`src/rtl/instr_enc_pkg.sv`:
```
// Shared opcode/funct constants, instruction format and loader state types
// for the instruction encoder.
package instr_enc_pkg;

  localparam int unsigned OP_W   = 6;
  localparam int unsigned FT_W   = 6;
  localparam int unsigned REG_W  = 5;
  localparam int unsigned SH_W   = 5;
  localparam int unsigned IMM_W  = 16;
  localparam int unsigned TGT_W  = 26;
  localparam int unsigned WORD_W = 32;

  localparam logic [OP_W-1:0] OP_RTYPE = 6'b000000;
  localparam logic [OP_W-1:0] OP_J     = 6'b000010;
  localparam logic [OP_W-1:0] OP_JAL   = 6'b000011;
  localparam logic [OP_W-1:0] OP_BEQ   = 6'b000100;
  localparam logic [OP_W-1:0] OP_BNE   = 6'b000101;
  localparam logic [OP_W-1:0] OP_ADDI  = 6'b001000;
  localparam logic [OP_W-1:0] OP_ADDIU = 6'b001001;
  localparam logic [OP_W-1:0] OP_SLTI  = 6'b001010;
  localparam logic [OP_W-1:0] OP_ANDI  = 6'b001100;
  localparam logic [OP_W-1:0] OP_ORI   = 6'b001101;
  localparam logic [OP_W-1:0] OP_XORI  = 6'b001110;
  localparam logic [OP_W-1:0] OP_COP0  = 6'b010000;
  localparam logic [OP_W-1:0] OP_LW    = 6'b100011;
  localparam logic [OP_W-1:0] OP_SW    = 6'b101011;

  localparam logic [FT_W-1:0] FT_ADD  = 6'b100000;
  localparam logic [FT_W-1:0] FT_ADDU = 6'b100001;
  localparam logic [FT_W-1:0] FT_SUB  = 6'b100010;
  localparam logic [FT_W-1:0] FT_AND  = 6'b100100;
  localparam logic [FT_W-1:0] FT_OR   = 6'b100101;
  localparam logic [FT_W-1:0] FT_NOR  = 6'b100111;
  localparam logic [FT_W-1:0] FT_SLT  = 6'b101010;
  localparam logic [FT_W-1:0] FT_SLTU = 6'b101011;
  localparam logic [FT_W-1:0] FT_SLL  = 6'b000000;
  localparam logic [FT_W-1:0] FT_SRL  = 6'b000010;
  localparam logic [FT_W-1:0] FT_SRA  = 6'b000011;
  localparam logic [FT_W-1:0] FT_JR   = 6'b001000;

  typedef enum logic [1:0] {
    FMT_R,
    FMT_I,
    FMT_J
  } fmt_e;

  typedef enum logic [1:0] {
    ST_IDLE,
    ST_LOAD,
    ST_FULL
  } state_e;

  function automatic logic op_legal(input logic [OP_W-1:0] op);
    case (op)
      OP_RTYPE, OP_J, OP_JAL, OP_BEQ, OP_BNE, OP_ADDI, OP_ADDIU, OP_SLTI,
      OP_ANDI, OP_ORI, OP_XORI, OP_COP0, OP_LW, OP_SW: return 1'b1;
      default: return 1'b0;
    endcase
  endfunction

  function automatic logic ft_legal(input logic [FT_W-1:0] ft);
    case (ft)
      FT_ADD, FT_ADDU, FT_SUB, FT_AND, FT_OR, FT_NOR, FT_SLT, FT_SLTU,
      FT_SLL, FT_SRL, FT_SRA, FT_JR: return 1'b1;
      default: return 1'b0;
    endcase
  endfunction

endpackage

```
`src/rtl/instr_fmt_pack.sv`:
```
// Combinational packer: selects R/I/J format from the opcode, builds the
// 32-bit instruction word and flags whether the opcode/funct pair is legal.
module instr_fmt_pack
  import instr_enc_pkg::*;
(
  input  logic [OP_W-1:0]   op,
  input  logic [FT_W-1:0]   ft,
  input  logic [REG_W-1:0]  rs,
  input  logic [REG_W-1:0]  rt,
  input  logic [REG_W-1:0]  rd,
  input  logic [SH_W-1:0]   shamt,
  input  logic [IMM_W-1:0]  imm,
  input  logic [TGT_W-1:0]  target,
  output logic [WORD_W-1:0] word,
  output logic              legal
);

  fmt_e fmt;

  always_comb begin
    fmt = FMT_I;
    if (op == OP_RTYPE) begin
      fmt = FMT_R;
    end else if (op == OP_J || op == OP_JAL) begin
      fmt = FMT_J;
    end
  end

  always_comb begin
    word = '0;
    case (fmt)
      FMT_R:   word = {op, rs, rt, rd, shamt, ft};
      FMT_J:   word = {op, target};
      default: word = {op, rs, rt, imm};
    endcase
  end

  // funct only matters for R-format words
  always_comb begin
    legal = op_legal(op) && ((fmt != FMT_R) || ft_legal(ft));
  end

endmodule

```
`src/rtl/instr_encoder.sv`:
```
// Instruction encoder/loader: handshake, S1 write stage, write pointer and fill FSM.
// Optional: define INSTR_ENC_LEGAL_CHECK_EN to drop illegal bundles and pulse err.
module instr_encoder
  import instr_enc_pkg::*;
#(
  parameter int unsigned ADDR_W = 10
) (
  input  logic              clk,
  input  logic              rst,
  input  logic              in_valid,
  output logic              in_ready,
  input  logic [OP_W-1:0]   in_op,
  input  logic [FT_W-1:0]   in_ft,
  input  logic [REG_W-1:0]  in_rs,
  input  logic [REG_W-1:0]  in_rt,
  input  logic [REG_W-1:0]  in_rd,
  input  logic [SH_W-1:0]   in_shamt,
  input  logic [IMM_W-1:0]  in_imm,
  input  logic [TGT_W-1:0]  in_target,
  input  logic              addr_clr,
  output logic              mem_we,
  output logic [ADDR_W-1:0] mem_addr,
  output logic [WORD_W-1:0] mem_wdata,
  output logic [ADDR_W:0]   count,
  output logic              full,
  output logic              err
);

  localparam logic [ADDR_W:0] CNT_MAX = (ADDR_W+1)'(2**ADDR_W);

  logic [WORD_W-1:0] word;
  logic              legal;
  logic              accept;
  logic              commit;
  logic [ADDR_W:0]   wp;
  logic              s1_valid;
  logic [ADDR_W-1:0] s1_addr;
  logic [WORD_W-1:0] s1_data;
  logic              err_q;
  state_e            state, state_nxt;

  instr_fmt_pack u_pack (
    .op     (in_op),
    .ft     (in_ft),
    .rs     (in_rs),
    .rt     (in_rt),
    .rd     (in_rd),
    .shamt  (in_shamt),
    .imm    (in_imm),
    .target (in_target),
    .word   (word),
    .legal  (legal)
  );

  assign in_ready = !rst && !full && !addr_clr;
  assign accept   = in_valid && in_ready;

`ifdef INSTR_ENC_LEGAL_CHECK_EN
  assign commit = accept && legal;
`else
  logic unused_legal;
  assign unused_legal = legal;
  assign commit       = accept;
`endif

  always_ff @(posedge clk or posedge rst) begin
    if (rst) begin
      wp <= '0;
    end else if (addr_clr) begin
      wp <= '0;
    end else if (commit) begin
      wp <= wp + 1'b1;
    end
  end

  // S1 write stage; async reset squashes an in-flight write at once
  always_ff @(posedge clk or posedge rst) begin
    if (rst) begin
      s1_valid <= 1'b0;
      s1_addr  <= '0;
      s1_data  <= '0;
      err_q    <= 1'b0;
    end else begin
      s1_valid <= commit;
`ifdef INSTR_ENC_LEGAL_CHECK_EN
      err_q    <= accept && !legal;
`else
      err_q    <= 1'b0;
`endif
      if (commit) begin
        s1_addr <= wp[ADDR_W-1:0];
        s1_data <= word;
      end
    end
  end

  always_ff @(posedge clk or posedge rst) begin
    if (rst) begin
      state <= ST_IDLE;
    end else begin
      state <= state_nxt;
    end
  end

  always_comb begin
    state_nxt = state;
    if (addr_clr) begin
      state_nxt = ST_IDLE;
    end else begin
      case (state)
        ST_IDLE: if (commit) state_nxt = (wp + 1'b1 == CNT_MAX) ? ST_FULL : ST_LOAD;
        ST_LOAD: if (commit && (wp + 1'b1 == CNT_MAX)) state_nxt = ST_FULL;
        ST_FULL: state_nxt = ST_FULL;
        default: state_nxt = ST_IDLE;
      endcase
    end
  end

  always_comb begin
    full = (state == ST_FULL);
  end

  assign mem_we    = s1_valid;
  assign mem_addr  = s1_addr;
  assign mem_wdata = s1_data;
  assign count     = wp;
  assign err       = err_q;

endmodule

```
`config.mk`:
```
export PLATFORM = sky130hd
export DESIGN_NAME = instr_encoder
export DESIGN_NICKNAME = d
export VERILOG_FILES = /design/src/rtl/instr_enc_pkg.sv /design/src/rtl/instr_fmt_pack.sv /design/src/rtl/instr_encoder.sv
export SDC_FILE = /design/constraint.sdc
export NUM_CORES = 1
export LEC_CHECK = 0
export ABC_CLOCK_PERIOD_IN_PS = 4780
export CORE_UTILIZATION = 35
export DETAILED_ROUTE_END_ITERATION = 8
export PLACE_DENSITY = 0.68
export SLEW_MARGIN = 5
export SYNTH_ARGS = -nofsm -noshare
export SYNTH_HDL_FRONTEND = slang
export SYNTH_SLANG_ARGS = --single-unit
```
`constraint.sdc`:
```
create_clock -name clk -period 4.78 [get_ports clk]
set_clock_uncertainty 0.15 [all_clocks]
set_input_delay 0.717 -clock clk [delete_from_list [all_inputs] [get_ports clk]]
set_output_delay 0.717 -clock clk [all_outputs]
set_load 0.03 [all_outputs]
```
==> results.py, run 1 <==
metrics = {
    "worst_setup_path": {
        "critPathArrivalTime_ps": 2580,
        "rr_worst_depth": 6,
        "end_kind": "output pin",
        "crit_required_ps": 3910,
        "crit_path_start_kind": "primary input",
        "path_max_fanout": 17,
        "r2r_start": "state[0]$_DFFE_PP0P_",
        "worstSetupPathType": "in -> out",
        "r2r_slack_ps": 2210,
        "reg2reg_to": "count[10]$_DFFE_PP0P_",
    },
    "synthesis": {
        "yosysTopAreaCell": "dfrtp_1",
        "yosys_warnings": 0,
        "postSynth.asyncResetShare_pct": 100.0,
        "ys_ff_latch": 56,
        "postSynthCellCount": 328,
        "syn_area_mm2": 0.002899,
        "synth_cell_types": 35,
        "syn_nets": 411,
        "synth_seq_area_share_pct": 48.34,
        "synth_edf_count": 0,
        "yosysMostFrequentCell": "nand2_1",
        "synth_top_flop_cell": "dfrtp_1",
        "avgSynthCellArea_um2": 8.839,
        "yosysTopAreaCellShare_pct": 48.34,
        "synthTopCellsByCount": "nand2_1, dfrtp_1, o21ai_0, a21oi_1, or3_1",
        "ys_top_cells_by_area": "dfrtp_1, nand2_1, o21ai_0",
    },
    "timing": {
        "worstMarginPinSlew_ps": 1168,
        "setup_viol_count_final": 0,
        "rsz0062_at_grt": "false",
        "finalCritPeriodShare_pct": 72.21,
        "max_freq_mhz": 289.7,
        "finalHoldViolCount": 0,
        "slew_viol_final": 0,
        "relSlewSlack_pct": 21.91,
        "tns_ps": 0,
        "fin_crit_ps": 3451,
        "finalWorstSetupSlack_ps": 1329,
    },
    "clock_tree": {
        "clockRootBuffer": "clkbuf_8",
        "cts_tree": "yes",
        "clock_path_buffers": 2,
        "clk_pin_slew_worst_paths_ps": 100,
        "cts_buffers": 5,
        "ctsResizeCount": 0,
        "clk_latency_ps": 310,
        "cts_max_level": 2,
        "cts_setup_buffers": 0,
        "hold_buffers": 0,
        "cts.sinks": 56,
    },
    "floorplanning": {
        "io_pins": 135,
        "std_cell_rows": 32,
        "die_y_um": 93.01,
        "die-area_mm2": 0.008651,
        "core-area_mm2": 0.007888,
        "floorplan.initialDensity_pct": 36.75,
        "dieWidth_um": 93.01,
    },
    "flow_run": {
        "cap_violations": 0,
    },
    "global_routing": {
        "grt_pass1_wl_mm": 14.41,
        "overflow": 0,
        "grt_use_total_pct": 21.18,
        "grt_pass1_vias": 2857,
        "grt_max_degree": 54,
        "antenna_found_initial": 0,
    },
    "pwr": {
        "internal-power_uw": 797.1,
        "vdd_drop_max_uv": 114.4,
        "power_switching_uw": 387.2,
        "seqPwrFrac_pct": 46.5,
        "netSwitchingFraction_pct": 32.69,
        "leakagePower_uw": 0.001849,
        "pwr-share-clk_pct": 22.1,
        "power_density_mw_per_mm2": 269.0,
        "p_comb_share_pct": 31.5,
        "finalPower_uw": 1184,
    },
    "hold_path": {
        "holdPathStages": 2,
        "holdPathEnd": "mem_wdata[27]$_DFFE_PP0P_",
        "hp-start": "mem_wdata[27]$_DFFE_PP0P_",
        "min_path_type": "reg -> reg",
    },
    "run_status": {
        "status": "finished clean",
    },
    "finish": {
        "final_util_pct": 55.82,
        "drive_gt1_share_pct": 3.532,
        "antenna_cells": 0,
        "fin_nets": 535,
        "syn_to_final_growth_pct": 51.88,
        "layout.cells.non_filler": 555,
    },
    "route": {
        "drtAntennaViolNets": 0,
        "wire_per_inst_um": 16.20,
        "drc": 0,
        "routed-via-count": 2903,
        "drtIter0Drc": 101,
        "drt_pre_antenna_iters": 4,
        "avgViaCountPerCell": 5.231,
        "totalWireLength_mm": 8.992,
    },
    "placement": {
        "place_ws_ps": 1316,
        "dp_cells": 547,
        "numPortBuffers": 133,
        "place.gp.congestion": 0.7660,
        "post-dp-hpwl_mm": 6.354,
    },
}
-- cells in the final DEF (no fill, tap or decap), drive strengths merged, types with 6 or more instances in the layout --
master	n
o221ai	16
o21ai	29
nand2b	16
nand2	81
mux2i	10
dfrtp	56
nor2	11
or3	18
a21oi	22
clkdlybuf4s50	133
clkbuf	6
-- through the flow --
step                      cell area, um^2  hold WS [ps]
after global placement               4314         308.4
after CTS                            4403         338.4
after detailed placement             4314         312.7
final                                4403         331.1
after global routing                 4403         367.3
after floorplan                      2899         430.9
-- kinds of logic after synthesis --
kind of cell    Yosys count  share of synthesized area, %
simple gates            150                         25.08
mux                      10                         3.453
compound gates           72                         14.89
flops                    56                         48.34
buf+inv                  26                         3.539
fa+ha+maj                 5                         2.158
other cells               1                        0.1294
xor+xnor                  8                         2.417
-- critical path, cell delays in order --
cell	delay, ps
clkdlybuf4s50_1	720
nor3_1	410
clkdlybuf4s50_1	740
-- registers in the layout, summed over array words and instances, names as in the netlist --
| register | cells |
|---|---|
| mem_wdata | 32 |
| mem_we | 1 |
| count | 11 |
| state | 2 |
| mem_addr | 10 |
-- worst max path at each step --
| stage | endpoint | slack [ps] | depth (start not counted) | startpoint |
|---|---|---|---|---|
| floorplan | mem_wdata[0]$_DFFE_PP0P_ | 1850 | 7 | addr_clr |
| global placement | in_ready | 1340 | 3 | addr_clr |
| detailed placement | in_ready | 1320 | 3 | addr_clr |
| CTS | in_ready | 1320 | 3 | addr_clr |
| global route | in_ready | 1160 | 3 | addr_clr |
| finish | in_ready | 1330 | 3 | addr_clr |
-- routing by layer --
layer | vias to the layer above | track usage [%] | wire [um]
met1 | 1389 | 28.39 | 4050
met4 | 0 | 4.231 | 81
li1 | 1386 | - | -
met5 | - | 0 | 0
met3 | 8 | 5.528 | 759
met2 | 120 | 34.62 | 4100
-- final cells by class --
class	count	area, um^2
Clock inverter	2	16.27
Multi-Input combinational cell	246	1398
Inverter	5	18.77
Timing Repair Buffer	138	1369
Fill cell	708	3485
Clock buffer	6	72.57
Sequential cell	56	1401
Tap cell	102	127.6
-- power by group through the flow --
stage | Sequential (uW) | Combinational (uW) | Clock, uW
after floorplan | 655 | 82.1 | 0
after global placement | 557 | 372 | 0
after detailed placement | 561 | 375 | 0
after CTS | 551 | 377 | 270
after global routing | 557 | 397 | 290
final | 550 | 373 | 261
Power figures use the tool's default switching activity.
==> inputs of run 2 (changes only) <==
--- a/config.mk
+++ b/config.mk
@@ -5,10 +5,10 @@
 export SDC_FILE = /design/constraint.sdc
 export NUM_CORES = 1
 export LEC_CHECK = 0
-export ABC_CLOCK_PERIOD_IN_PS = 4780
+export ABC_CLOCK_PERIOD_IN_PS = 3020
 export CORE_UTILIZATION = 35
 export DETAILED_ROUTE_END_ITERATION = 8
-export PLACE_DENSITY = 0.68
+export PLACE_DENSITY = 0.71
 export SLEW_MARGIN = 5
 export SYNTH_ARGS = -nofsm -noshare
 export SYNTH_HDL_FRONTEND = slang
==> constraint.sdc (replaced) <==
create_clock -name clk -period 3.02 [get_ports clk]
set_clock_uncertainty 0.15 [all_clocks]
set_input_delay 0.453 -clock clk [delete_from_list [all_inputs] [get_ports clk]]
set_output_delay 0.453 -clock clk [all_outputs]
set_load 0.03 [all_outputs]
==> results.py, run 2 (synthesis gave the netlist of run 1 again) <==
metrics = {
    "clock_tree": {
        "cts_buffers": 5,
        "cts.sinks": 56,
        "ctsResizeCount": 0,
        "clockRootBuffer": "clkbuf_8",
        "hold_buffers": 0,
        "cts_max_level": 2,
        "clock_path_buffers": 2,
        "cts_setup_buffers": 0,
        "clk_latency_ps": 320,
        "clk_pin_slew_worst_paths_ps": 100,
        "cts_tree": "yes",
    },
    "finish": {
        "final-seq-area_mm2": 0.001401,
        "multi_input_area_mm2": 0.001398,
        "largest_reg_flops": 32,
        "layout_common_cells": "clkdlybuf4s50_1, nand2_1, dfrtp_1, o21ai_0, a21oi_1",
        "fill_cells": 739,
        "final_common_cell": "clkdlybuf4s50_1",
        "drive_gt1_share_pct": 5.217,
        "final_area_mm2": 0.004488,
        "antenna_cells": 0,
        "fin_nets": 542,
        "syn_to_final_growth_pct": 54.81,
    },
    "pwr": {
        "internal-power_uw": 1373,
        "power_switching_uw": 623.1,
        "finalPower_uw": 1996,
        "netSwitchingFraction_pct": 31.22,
        "leakagePower_uw": 0.001902,
        "power_density_mw_per_mm2": 444.7,
        "vdd_drop_max_uv": 224.0,
        "pwr-share-clk_pct": 26.6,
        "seqPwrFrac_pct": 43.5,
        "p_comb_share_pct": 29.9,
    },
    "worst_setup_path": {
        "reg2reg_to": "count[10]$_DFFE_PP0P_",
        "crit_required_ps": 2420,
        "critPathArrivalTime_ps": 2060,
        "rr_worst_depth": 6,
        "r2r_slack_ps": 590,
        "end_kind": "output pin",
        "path_max_fanout": 5,
        "worstSetupPathType": "reg -> out",
        "crit_path_start_kind": "register",
        "r2r_start": "state[0]$_DFFE_PP0P_",
    },
    "timing": {
        "slew_viol_final": 0,
        "finalHoldViolCount": 0,
        "finalWorstSetupSlack_ps": 355.3,
        "finalCritPeriodShare_pct": 88.23,
        "fin_crit_ps": 2665,
        "max_freq_mhz": 375.3,
        "tns_ps": 0,
        "rsz0062_at_grt": "false",
        "setup_viol_count_final": 0,
    },
    "floorplanning": {
        "core-area_mm2": 0.007888,
        "std_cell_rows": 32,
        "die-area_mm2": 0.008651,
        "floorplan.initialDensity_pct": 36.75,
        "dieWidth_um": 93.01,
        "io_pins": 135,
        "die_y_um": 93.01,
    },
    "placement": {
        "post-dp-hpwl_mm": 6.506,
        "placed_cell_area_mm2": 0.004367,
        "place.gp.congestion": 0.8058,
        "numPortBuffers": 133,
        "place_ws_ps": 377.6,
    },
    "flow_run": {
        "cap_violations": 0,
    },
    "route": {
        "totalWireLength_mm": 9.202,
        "avgViaCountPerCell": 5.240,
        "routed-via-count": 2945,
        "drtIter0Drc": 135,
        "drtAntennaViolNets": 0,
        "drt_pre_antenna_iters": 4,
        "wire_per_inst_um": 16.37,
        "drc": 0,
    },
    "hold_path": {
        "holdPathStages": 2,
        "min_path_type": "reg -> reg",
        "hp-start": "mem_wdata[31]$_DFFE_PP0P_",
        "holdPathEnd": "mem_wdata[31]$_DFFE_PP0P_",
    },
    "global_routing": {
        "grt_max_degree": 34,
        "antenna_found_initial": 0,
        "grt_pass1_vias": 2883,
        "grt_pass1_wl_mm": 14.75,
        "overflow": 0,
        "grt_use_total_pct": 21.83,
    },
    "run_status": {
        "status": "finished clean",
    },
}
## run 2: cell count changes in the layout (fill, tap and decap cells not counted)
cell,change
buf_4,+7
bufinv_16,+1
clkbuf_1,-1
clkbuf_8,+1
clkinvlp_4,-1
## run 2: cell type report
| cell class | count | share of cell area (%) |
|---|---|---|
| Timing Repair Buffer | 145 | 31.67 |
| Multi-Input combinational cell | 246 | 31.14 |
| Sequential cell | 56 | 31.22 |
| Clock inverter | 2 | 0.8642 |
| Tap cell | 102 | 2.844 |
| Inverter | 5 | 0.4182 |
| Clock buffer | 6 | 1.840 |
## run 2: worst max path at each step
stage	end	from	cells past startpoint
2_1_floorplan	mem_wdata[0]$_DFFE_PP0P_	state[0]$_DFFE_PP0P_	8
3_3_place_gp	count[10]$_DFFE_PP0P_	in_valid	5
3_5_place_dp	count[10]$_DFFE_PP0P_	in_valid	5
4_1_cts	in_ready	state[0]$_DFFE_PP0P_	4
5_1_grt	in_ready	state[0]$_DFFE_PP0P_	4
6_report	in_ready	state[0]$_DFFE_PP0P_	4
## run 2: through the flow
step / cells / hold WS (ps) / utilization, %
floorplan: 328 / 408.4 / -
global placement: 554 / 308.3 / 55.36
detailed placement: 554 / 312.4 / 55.36
CTS: 562 / 337.9 / 56.90
global route: 562 / 362.2 / 56.90
finish: 562 / 330.7 / 56.90
## run 2: metal layers
| metal | GRT usage [%] | wire length [um] |
|---|---|---|
| met4 | 6.282 | 141 |
| met1 | 29.13 | 4017 |
| met5 | 0 | 0 |
| met3 | 5.041 | 849 |
| met2 | 35.42 | 4194 |
## run 2: power by group through the flow
stage	combinational, uW	sequential (uW)	clock [uW]
3_5_place_dp	599	885	0
6_report	596	868	531
5_1_grt	638	879	568
3_3_place_gp	592	882	0
2_1_floorplan	130	1040	0
4_1_cts	601	869	545
## run 2: critical path, cell delays in order (launching register included)
cell	delay [ps]
dfrtp_1	410
inv_1	80
ha_1	250
nor3_1	280
clkdlybuf4s50_1	730
